===== config.mk =====
export PLATFORM = sky130hd
export DESIGN_NAME = ex_pipeline_ctrl
export DESIGN_NICKNAME = d
export VERILOG_FILES = /design/src/rtl/ex_ctrl_pkg.sv /design/src/rtl/ex_hazard_detect.sv /design/src/rtl/ex_pipeline_ctrl.sv
export SDC_FILE = /design/constraint.sdc
export NUM_CORES = 1
export LEC_CHECK = 0
export BUFFER_PORTS_ARGS = -buffer_cell sky130_fd_sc_hd__clkbuf_2
export CAP_MARGIN = 25
export CELL_PAD_IN_SITES_DETAIL_PLACEMENT = 0
export CELL_PAD_IN_SITES_GLOBAL_PLACEMENT = 1
export CORE_ASPECT_RATIO = 0.8
export CORE_UTILIZATION = 40
export CTS_BUF_LIST = sky130_fd_sc_hd__clkbuf_16
export DETAILED_ROUTE_END_ITERATION = 8
export MAX_ROUTING_LAYER = met4
export PLACE_DENSITY_LB_ADDON = 0.1
export SLEW_MARGIN = 20
export SYNTH_ARGS = -nofsm -noshare
export SYNTH_HDL_FRONTEND = slang
export SYNTH_SLANG_ARGS = --single-unit

===== constraint.sdc =====
create_clock -name clk -period 2.41 [get_ports clk]
set_input_delay 0.241 -clock clk [delete_from_list [all_inputs] [get_ports clk]]
set_output_delay 0.241 -clock clk [all_outputs]
set_load 0.02 [all_outputs]

===== src/rtl/ex_ctrl_pkg.sv =====
// Shared encodings for the execute-stage pipeline sequencer: control bundle
// field positions, forwarding selects and ALUOp values.
package ex_ctrl_pkg;

  localparam int CTRL_W   = 8;
  localparam int REGWRITE = 7;
  localparam int MEMTOREG = 6;
  localparam int MEMREAD  = 5;
  localparam int MEMWRITE = 4;
  localparam int BRANCH   = 3;
  localparam int ALUSRC   = 2;
  localparam int ALUOP_HI = 1;
  localparam int ALUOP_LO = 0;

  // EX/MEM keeps only the upper nibble {regwrite, memtoreg, memread, memwrite}
  localparam int MEM_CTRL_W   = 4;
  localparam int MEM_REGWRITE = 3;

  typedef enum logic [1:0] {
    FWD_RF  = 2'b00,
    FWD_WB  = 2'b01,
    FWD_MEM = 2'b10
  } fwd_sel_e;

  typedef enum logic [1:0] {
    ALUOP_MEM    = 2'b00,
    ALUOP_BRANCH = 2'b01,
    ALUOP_RTYPE  = 2'b10
  } aluop_e;

endpackage


===== src/rtl/ex_hazard_detect.sv =====
// Combinational load-use and taken-branch detection with branch-over-stall
// priority; also tells the top when ID/EX must take a bubble.
module ex_hazard_detect
  import ex_ctrl_pkg::*;
#(
  parameter int REG_AW = 5
) (
  input  logic              id_valid,
  input  logic [REG_AW-1:0] id_rs1,
  input  logic [REG_AW-1:0] id_rs2,
  input  logic              ex_valid,
  input  logic              ex_memread,
  input  logic              ex_branch,
  input  logic [REG_AW-1:0] ex_rd,
  input  logic              ex_zero,
  output logic              stall_if_id,
  output logic              flush_if_id,
  output logic              pc_sel,
  output logic              bubble
);

  logic load_use;
  logic branch_taken;

  always_comb begin
    load_use     = id_valid & ex_valid & ex_memread & (ex_rd != '0) &
                   ((ex_rd == id_rs1) | (ex_rd == id_rs2));
    branch_taken = ex_valid & ex_branch & ex_zero;

    // a taken branch discards the stalled instruction, so no stall is reported
    stall_if_id  = load_use & ~branch_taken;
    flush_if_id  = branch_taken;
    pc_sel       = branch_taken;
    bubble       = ~id_valid | load_use | branch_taken;
  end

endmodule


===== src/rtl/ex_pipeline_ctrl.sv =====
// Control half of the ID/EX, EX/MEM and MEM/WB registers, operand forwarding
// selects and saturating stall/flush counters for the RV64 execute datapath.
module ex_pipeline_ctrl
  import ex_ctrl_pkg::*;
#(
  parameter int REG_AW = 5,
  parameter int CNT_W  = 32
) (
  input  logic              clk,
  input  logic              rst_n,
  input  logic              id_valid,
  input  logic [REG_AW-1:0] id_rs1,
  input  logic [REG_AW-1:0] id_rs2,
  input  logic [REG_AW-1:0] id_rd,
  input  logic [7:0]        id_ctrl,
  input  logic              ex_zero,
  output logic              ex_valid,
  output logic [7:0]        ex_ctrl,
  output logic [REG_AW-1:0] ex_rs1,
  output logic [REG_AW-1:0] ex_rs2,
  output logic [REG_AW-1:0] ex_rd,
  output logic              mem_valid,
  output logic [3:0]        mem_ctrl,
  output logic [REG_AW-1:0] mem_rd,
  output logic              wb_valid,
  output logic              wb_regwrite,
  output logic [REG_AW-1:0] wb_rd,
  output logic [1:0]        fwd_a,
  output logic [1:0]        fwd_b,
  output logic              stall_if_id,
  output logic              flush_if_id,
  output logic              pc_sel,
  output logic [CNT_W-1:0]  stall_cnt,
  output logic [CNT_W-1:0]  flush_cnt
);

  logic bubble;

  ex_hazard_detect #(.REG_AW(REG_AW)) u_hazard (
    .id_valid    (id_valid),
    .id_rs1      (id_rs1),
    .id_rs2      (id_rs2),
    .ex_valid    (ex_valid),
    .ex_memread  (ex_ctrl[MEMREAD]),
    .ex_branch   (ex_ctrl[BRANCH]),
    .ex_rd       (ex_rd),
    .ex_zero     (ex_zero),
    .stall_if_id (stall_if_id),
    .flush_if_id (flush_if_id),
    .pc_sel      (pc_sel),
    .bubble      (bubble)
  );

  always_ff @(posedge clk or negedge rst_n) begin
    if (!rst_n) begin
      ex_valid <= 1'b0;
      ex_ctrl  <= '0;
      ex_rs1   <= '0;
      ex_rs2   <= '0;
      ex_rd    <= '0;
    end else if (bubble) begin
      ex_valid <= 1'b0;
      ex_ctrl  <= '0;
      ex_rs1   <= '0;
      ex_rs2   <= '0;
      ex_rd    <= '0;
    end else begin
      ex_valid <= 1'b1;
      ex_ctrl  <= id_ctrl;
      ex_rs1   <= id_rs1;
      ex_rs2   <= id_rs2;
      ex_rd    <= id_rd;
    end
  end

  always_ff @(posedge clk or negedge rst_n) begin
    if (!rst_n) begin
      mem_valid   <= 1'b0;
      mem_ctrl    <= '0;
      mem_rd      <= '0;
      wb_valid    <= 1'b0;
      wb_regwrite <= 1'b0;
      wb_rd       <= '0;
    end else begin
      mem_valid   <= ex_valid;
      mem_ctrl    <= ex_ctrl[7:4];
      mem_rd      <= ex_rd;
      wb_valid    <= mem_valid;
      wb_regwrite <= mem_ctrl[MEM_REGWRITE];
      wb_rd       <= mem_rd;
    end
  end

  always_ff @(posedge clk or negedge rst_n) begin
    if (!rst_n) begin
      stall_cnt <= '0;
      flush_cnt <= '0;
    end else begin
      if (stall_if_id && (stall_cnt != '1)) stall_cnt <= stall_cnt + 1'b1;
      if (flush_if_id && (flush_cnt != '1)) flush_cnt <= flush_cnt + 1'b1;
    end
  end

  // EX/MEM is the younger producer, so it is checked first
  function automatic logic [1:0] fwd_for(
    input logic [REG_AW-1:0] rs,
    input logic              m_valid,
    input logic              m_regwrite,
    input logic [REG_AW-1:0] m_rd,
    input logic              w_valid,
    input logic              w_regwrite,
    input logic [REG_AW-1:0] w_rd
  );
    logic [1:0] sel;
    sel = FWD_RF;
    if (m_valid && m_regwrite && (m_rd != '0) && (m_rd == rs))
      sel = FWD_MEM;
    else if (w_valid && w_regwrite && (w_rd != '0) && (w_rd == rs))
      sel = FWD_WB;
    return sel;
  endfunction

  always_comb begin
    fwd_a = fwd_for(ex_rs1, mem_valid, mem_ctrl[MEM_REGWRITE], mem_rd,
                    wb_valid, wb_regwrite, wb_rd);
    fwd_b = fwd_for(ex_rs2, mem_valid, mem_ctrl[MEM_REGWRITE], mem_rd,
                    wb_valid, wb_regwrite, wb_rd);
  end

endmodule


Word level (Yosys, flattened, before mapping)

Index checks and enable logic that the tools add are counted.

Flip-flop bits (word level): 105
Word-level logic and storage cells: 57

Reduce and logical (&&, ||, !) cells: 13
Add/subtract/negate cells: 2
Eq/ne operators: 8
Bitwise gates (word level): 12
Mux-type cells: 9

Operator list:

| kind                                          | number |
|---|---|
| adder 32 x 1 -> 32 bit, second input constant | 2 |
| inequality test 32 bit, second input constant | 2 |
| == test 5 bit                                 | 6 |
| 2-to-1 mux 5 bit                              | 3 |
| nonzero test 5 bit                            | 3 |
| logical AND 1 bit                             | 10 |
| 2-to-1 mux 8 bit                              | 1 |
| AND 1 bit                                     | 7 |
| 2-to-1 mux 2 bit                              | 2 |
| 2-to-1 mux 1 bit                              | 3 |
| OR 1 bit                                      | 3 |
| NOT 1 bit                                     | 2 |

Longest topological paths before layout

Depth after elaboration: 7
Depth in mapped cells: 8

Hierarchy

A second synthesis with hierarchy kept.

Cells, all modules: 398
Area, all modules: 4,710.8 µm²

By module, submodules not included:

| module           | cells an instance | sequential area each (µm²) | area an instance (µm²) | instances |
|---|---|---|---|---|
| ex_pipeline_ctrl | 376               | 2,627.5                    | 4,539.4                | 1 |
| ex_hazard_detect | 22                | 0.0                        | 171.4                  | 1 |

Worst setup path after synthesis

No wires, ideal clock.

Path kind: flip-flop to output port
Start: register mem_rd[1]
End: output port fwd_a[0]
Setup slack: 0.044 ns
Data arrival time: 2.125 ns
Data required time: 2.169 ns
Cell stages (with the launch flop): 5
Path through: dfrtp_1 > or4_1 > o211ai_1 > nor4_1 > nor4_1

Longest elaborated chain between the ends: 4
Elaborated cells between the ends (all ways): 5

Ends and longest elaborated chain:

| item                   | line                    | source |
|---|---|---|
| from (decl)            | ex_pipeline_ctrl.sv:24  | `output logic [REG_AW-1:0] mem_rd,` |
| from (signal assigned) | ex_pipeline_ctrl.sv:87  | `mem_rd <= ex_rd;` |
| nonzero test 5 bit     | ex_pipeline_ctrl.sv:116 | `if (m_valid && m_regwrite && (m_rd != '0) && (m_rd == rs))` |
| logical AND 1 bit      | ex_pipeline_ctrl.sv:116 |  |
| logical AND 1 bit (*)  | ex_pipeline_ctrl.sv:116 |  |
| 2-to-1 mux 2 bit (*)   | ex_pipeline_ctrl.sv:116 |  |
| to (decl)              | ex_pipeline_ctrl.sv:28  | `output logic [1:0] fwd_a,` |

Mark *: on every way between the ends. The rest lies on a longest branch, timed or not.

Worst setup path after layout

Start: register ex_rd[3]
End: output port stall_if_id

Longest elaborated chain between the ends: 4
Elaborated cells between the ends (all ways): 7

Ends and longest elaborated chain:

| item                                                       | line                                           | source |
|---|---|---|
| from (decl)                                                | ex_pipeline_ctrl.sv:21                         | `output logic [REG_AW-1:0] ex_rd,` |
| from (signal assigned)                                     | ex_pipeline_ctrl.sv:72                         | `ex_rd <= id_rd;` |
| == test 5 bit / nonzero test 5 bit (equally long branches) | ex_hazard_detect.sv:27, ex_hazard_detect.sv:26 |  |
| OR 1 bit / AND 1 bit (equally long branches)               | ex_hazard_detect.sv:27, ex_hazard_detect.sv:26 |  |
| AND 1 bit (*)                                              | ex_hazard_detect.sv:26                         | `load_use = id_valid & ex_valid & ex_memread & (ex_rd != '0) &` |
| AND 1 bit (*)                                              | ex_hazard_detect.sv:31                         | `stall_if_id = load_use & ~branch_taken;` |
| to (decl)                                                  | ex_pipeline_ctrl.sv:30                         | `output logic stall_if_id,` |

Marked as above.

==> impl_metrics.xml <==
<?xml version="1.0" encoding="UTF-8"?>
<metrics>
  <group name="setup_path">
    <metric name="r2r-end" unit="">flush_cnt[27]$_DFFE_PN0P_</metric>
    <metric name="cp-end-kind" unit="">output pin</metric>
    <metric name="timing_worst_setup_path_type" unit="">reg -&gt; out</metric>
    <metric name="critical_path.startpoint_type" unit="">flip-flop</metric>
    <metric name="r2r.worst_path.cells" unit="">6</metric>
    <metric name="critPathArrivalTime" unit="ps">2060</metric>
    <metric name="critical_path_peak_fanout" unit="">30</metric>
    <metric name="rrSetupSlack" unit="ps">190</metric>
    <metric name="worstReg2RegStart" unit="">flush_cnt[16]$_DFFE_PN0P_</metric>
    <metric name="critPathRequiredTime" unit="ps">2170</metric>
  </group>
  <group name="sta">
    <metric name="setup-violations-final" unit="">0</metric>
    <metric name="post_layout_worst_setup_margin" unit="ps">110</metric>
    <metric name="worstMarginPinSlew" unit="ps">497</metric>
    <metric name="timing_hold_violations_final" unit="">0</metric>
    <metric name="slew_viol_final" unit="">0</metric>
    <metric name="max_freq" unit="MHz">435</metric>
    <metric name="timing.final.crit_period" unit="ps">2300</metric>
    <metric name="rsz0062_at_grt" unit="">false</metric>
    <metric name="final_worst_path_cycle_share" unit="%">95.4</metric>
    <metric name="hold_ws" unit="ps">104</metric>
    <metric name="largest_clock_skew_in_the_final_design" unit="ps">7.12</metric>
    <metric name="slew-limit-headroom" unit="%">66.9</metric>
    <metric name="fin_tns_setup" unit="ps">0</metric>
  </group>
  <group name="power_and_ir_drop">
    <metric name="power.total" unit="mW">3.67</metric>
    <metric name="clock_share_of_power" unit="%">37.9</metric>
    <metric name="vdd.ir_drop.worst" unit="V">0.000359</metric>
    <metric name="power.share.switching" unit="%">24.6</metric>
    <metric name="sequentialPowerShare" unit="%">52.0</metric>
    <metric name="p_int" unit="mW">2.77</metric>
    <metric name="combinationalPowerShare" unit="%">10.2</metric>
    <metric name="power.switching" unit="uW">905</metric>
    <metric name="total_leakage_power" unit="nW">2.97</metric>
    <metric name="power-per-cell-area" unit="mW/mm^2">615</metric>
  </group>
  <group name="floorplan">
    <metric name="die_width" unit="um">123</metric>
    <metric name="num_io_pins" unit="">139</metric>
    <metric name="die_area" unit="mm^2">0.0121</metric>
    <metric name="fp.dieH" unit="um">98.8</metric>
    <metric name="placeableCoreArea" unit="mm^2">0.0111</metric>
    <metric name="initial_utilization" unit="%">42.0</metric>
    <metric name="core.rowCount" unit="">34</metric>
  </group>
  <group name="cells_and_area">
    <metric name="num_antenna_cells" unit="">0</metric>
    <metric name="area.growth.synth_to_final" unit="%">27.6</metric>
    <metric name="instances_no_fill" unit="">719</metric>
    <metric name="finalNetCount" unit="">600</metric>
    <metric name="ratio_of_cells_with_drive_above_1_in_the_final_layout" unit="%">32.5</metric>
  </group>
  <group name="routing">
    <metric name="number_of_drc_violations_after_detailed_routing_iteration_0" unit="">134</metric>
    <metric name="final_antenna_net_count" unit="">0</metric>
    <metric name="drc" unit="">0</metric>
    <metric name="routed_wire_length_per_instance" unit="um">14.7</metric>
    <metric name="finalWirelength" unit="um">10600</metric>
    <metric name="via_per_inst" unit="">4.92</metric>
    <metric name="total_number_of_vias" unit="">3539</metric>
    <metric name="detail_route.first_pass.iterations" unit="">4</metric>
  </group>
  <group name="cts">
    <metric name="clock_tree.htree_level_count" unit="">3</metric>
    <metric name="cts_tree" unit="">yes</metric>
    <metric name="clock_input_transition_at_the_sequential_cells_of_the_worst_setup_and_hold_paths" unit="ps">70</metric>
    <metric name="cts_inserted_buffers" unit="">9</metric>
    <metric name="cts.path.max_buffers" unit="">2</metric>
    <metric name="clock_insertion_delay_at_the_later_pin_of_the_skew_report" unit="ps">340</metric>
    <metric name="clock_tree.root_cell" unit="">clkbuf_16</metric>
    <metric name="cts_sinks" unit="">105</metric>
  </group>
  <group name="synthesis">
    <metric name="postSynthAreaPerCell" unit="um^2">11.3</metric>
    <metric name="ys_ff_latch" unit="">105</metric>
    <metric name="ys_warn_count" unit="">0</metric>
    <metric name="synth.yosys.seq_area_share" unit="%">56.1</metric>
    <metric name="netlist_instances" unit="">414</metric>
    <metric name="post_synth_most_frequent_cells" unit="">105 x dfrtp_1, 64 x xnor2_1, 31 x nand3_1</metric>
    <metric name="synth_most_common_cell" unit="">dfrtp_1</metric>
    <metric name="post_synth_instance_area" unit="mm^2">0.00468</metric>
    <metric name="post_synth_num_cell_types" unit="">35</metric>
    <metric name="yosys_most_used_dff" unit="">dfrtp_1</metric>
    <metric name="net_count_of_the_mapped_netlist" unit="">443</metric>
    <metric name="number_of_synthesized_flops_with_an_enable_pin" unit="">0</metric>
    <metric name="postSynth.asyncResetShare" unit="%">100</metric>
    <metric name="synth_area_leaders" unit="">dfrtp_1 56%, xnor2_1 12%, xor2_1 4.7%</metric>
    <metric name="synth.largest_area_cell" unit="">dfrtp_1</metric>
    <metric name="netlist.area_leader.share" unit="%">56.1</metric>
  </group>
  <group name="grt">
    <metric name="gr-usage-all-layers" unit="%">19.2</metric>
    <metric name="grt_first_pass_wirelength" unit="um">17100</metric>
    <metric name="first_global_vias" unit="">3327</metric>
    <metric name="antenna_violations_before_repair" unit="">0</metric>
    <metric name="global_route.overflow_total" unit="">0</metric>
    <metric name="grt_start_max_net_pins" unit="">69</metric>
  </group>
  <group name="place">
    <metric name="preCtsSetupSlack" unit="ps">74.8</metric>
    <metric name="gp_congestion" unit="">0.823</metric>
    <metric name="dp_hpwl" unit="um">7870</metric>
    <metric name="dp.cells" unit="">699</metric>
    <metric name="placement.io_buffers" unit="">138</metric>
  </group>
  <group name="worst_hold_path">
    <metric name="timing.hold.worst.class" unit="">in -&gt; reg</metric>
    <metric name="worstHoldStart" unit="">id_ctrl[2]</metric>
    <metric name="timing.hold.worst_endpoint" unit="">ex_ctrl[2]$_DFF_PN0_</metric>
    <metric name="min_path_cells" unit="">2</metric>
  </group>
  <group name="status">
    <metric name="outcome" unit="">finished clean</metric>
  </group>
  <group name="run">
    <metric name="max_cap_viol_count" unit="">0</metric>
  </group>
</metrics>
-- registers in the layout, indices dropped and copies added, names as in the netlist --
name         count
wb_rd            5
ex_rs1           5
stall_cnt       32
ex_valid         1
ex_ctrl          8
ex_rd            5
wb_valid         1
mem_rd           5
wb_regwrite      1
flush_cnt       32
mem_ctrl         4
ex_rs2           5
mem_valid        1
-- layer usage --
layer | GRT usage (%) | share of wire (%)
met1 | 26.9 | 48
met5 | - | 0
met2 | 26.9 | 43
met4 | 5.82 | 1.1
met3 | 5.09 | 6.9
-- placed cells by master, fill, tap and decap left out, types with 9 or more instances in the layout --
cell type	count
xor2_1	25
and3_1	15
nor2_1	23
xnor2_1	64
and2_1	25
nand4_1	28
nand3_1	31
clkbuf_2	135
nand2_1	20
inv_1	13
dfrtp_1	101
clkbuf_16	9
buf_4	19
-- layout make-up --
type / instances / area, um^2
fillers: 994 / 5170
flip-flops and latches: 105 / 2630
multi-input cells: 287 / 1970
repair buffers: 157 / 868
clock buffers: 9 / 225
well taps: 144 / 180
clock inverters: 6 / 52.6
inverters: 11 / 41.3
-- worst max-delay path, cell delays in order, from the launching register on --
cell and delay [ps]:
dfrtp_2 440, or4_1 500, nor2_1 130, or3_1 130, nand2b_4 120, inv_1 60
buf_12 160, clkbuf_2 160
-- timing repair --
action,4_1_cts,5_1_grt
endpoints found under the hold margin,37,0
gates resized for setup,7,5
buffers inserted,3,1
setup endpoints to repair,2,8
hold buffers,1,0
pin swaps,1,2
-- power by group through the flow --
stage               registers, mW  logic, mW  clock network (mW)
global route                 1.92      0.415                1.52
global placement             1.94      0.364                   0
floorplan                    2.02      0.123                   0
detailed placement           1.94      0.366                   0
finish                       1.91      0.373                1.39
CTS                          1.91      0.378                1.44
-- stage by stage --
stage               utilization (%)  cell area [um^2]
finish                         53.6              5970
global route                   53.6              5970
CTS                            53.4              5950
detailed placement             50.4              5620
global placement               50.4              5620
floorplan                         -              4680
-- kinds of logic (layout without fill, tap and decap cells) --
kind of cell,Yosys count,in the layout,synth area share [%]
fa+ha+maj,2,2,0.535
simple gates,182,182,22.0
buf+inv,22,183,2.27
compound gates,10,10,1.42
mux,4,4,0.962
flops,105,105,56.1
xor+xnor,89,89,16.7
-- worst max path at each step --
| stage | from | endpoint | slack, ps | cells after the start |
|---|---|---|---|---|
| CTS | mem_rd[3]$_DFF_PN0_ | fwd_b[0] | 9 | 6 |
| finish | ex_rd[3]$_DFF_PN0_ | stall_if_id | 110 | 7 |
| floorplan | mem_rd[1]$_DFF_PN0_ | fwd_a[0] | 40 | 4 |
| detailed placement | flush_cnt[8]$_DFFE_PN0P_ | flush_cnt[17]$_DFFE_PN0P_ | 70 | 6 |
| global route | mem_rd[3]$_DFF_PN0_ | fwd_a[0] | 10 | 6 |
| global placement | flush_cnt[8]$_DFFE_PN0P_ | flush_cnt[13]$_DFFE_PN0P_ | 140 | 6 |
Note: power is estimated with default switching activity, not from simulation.
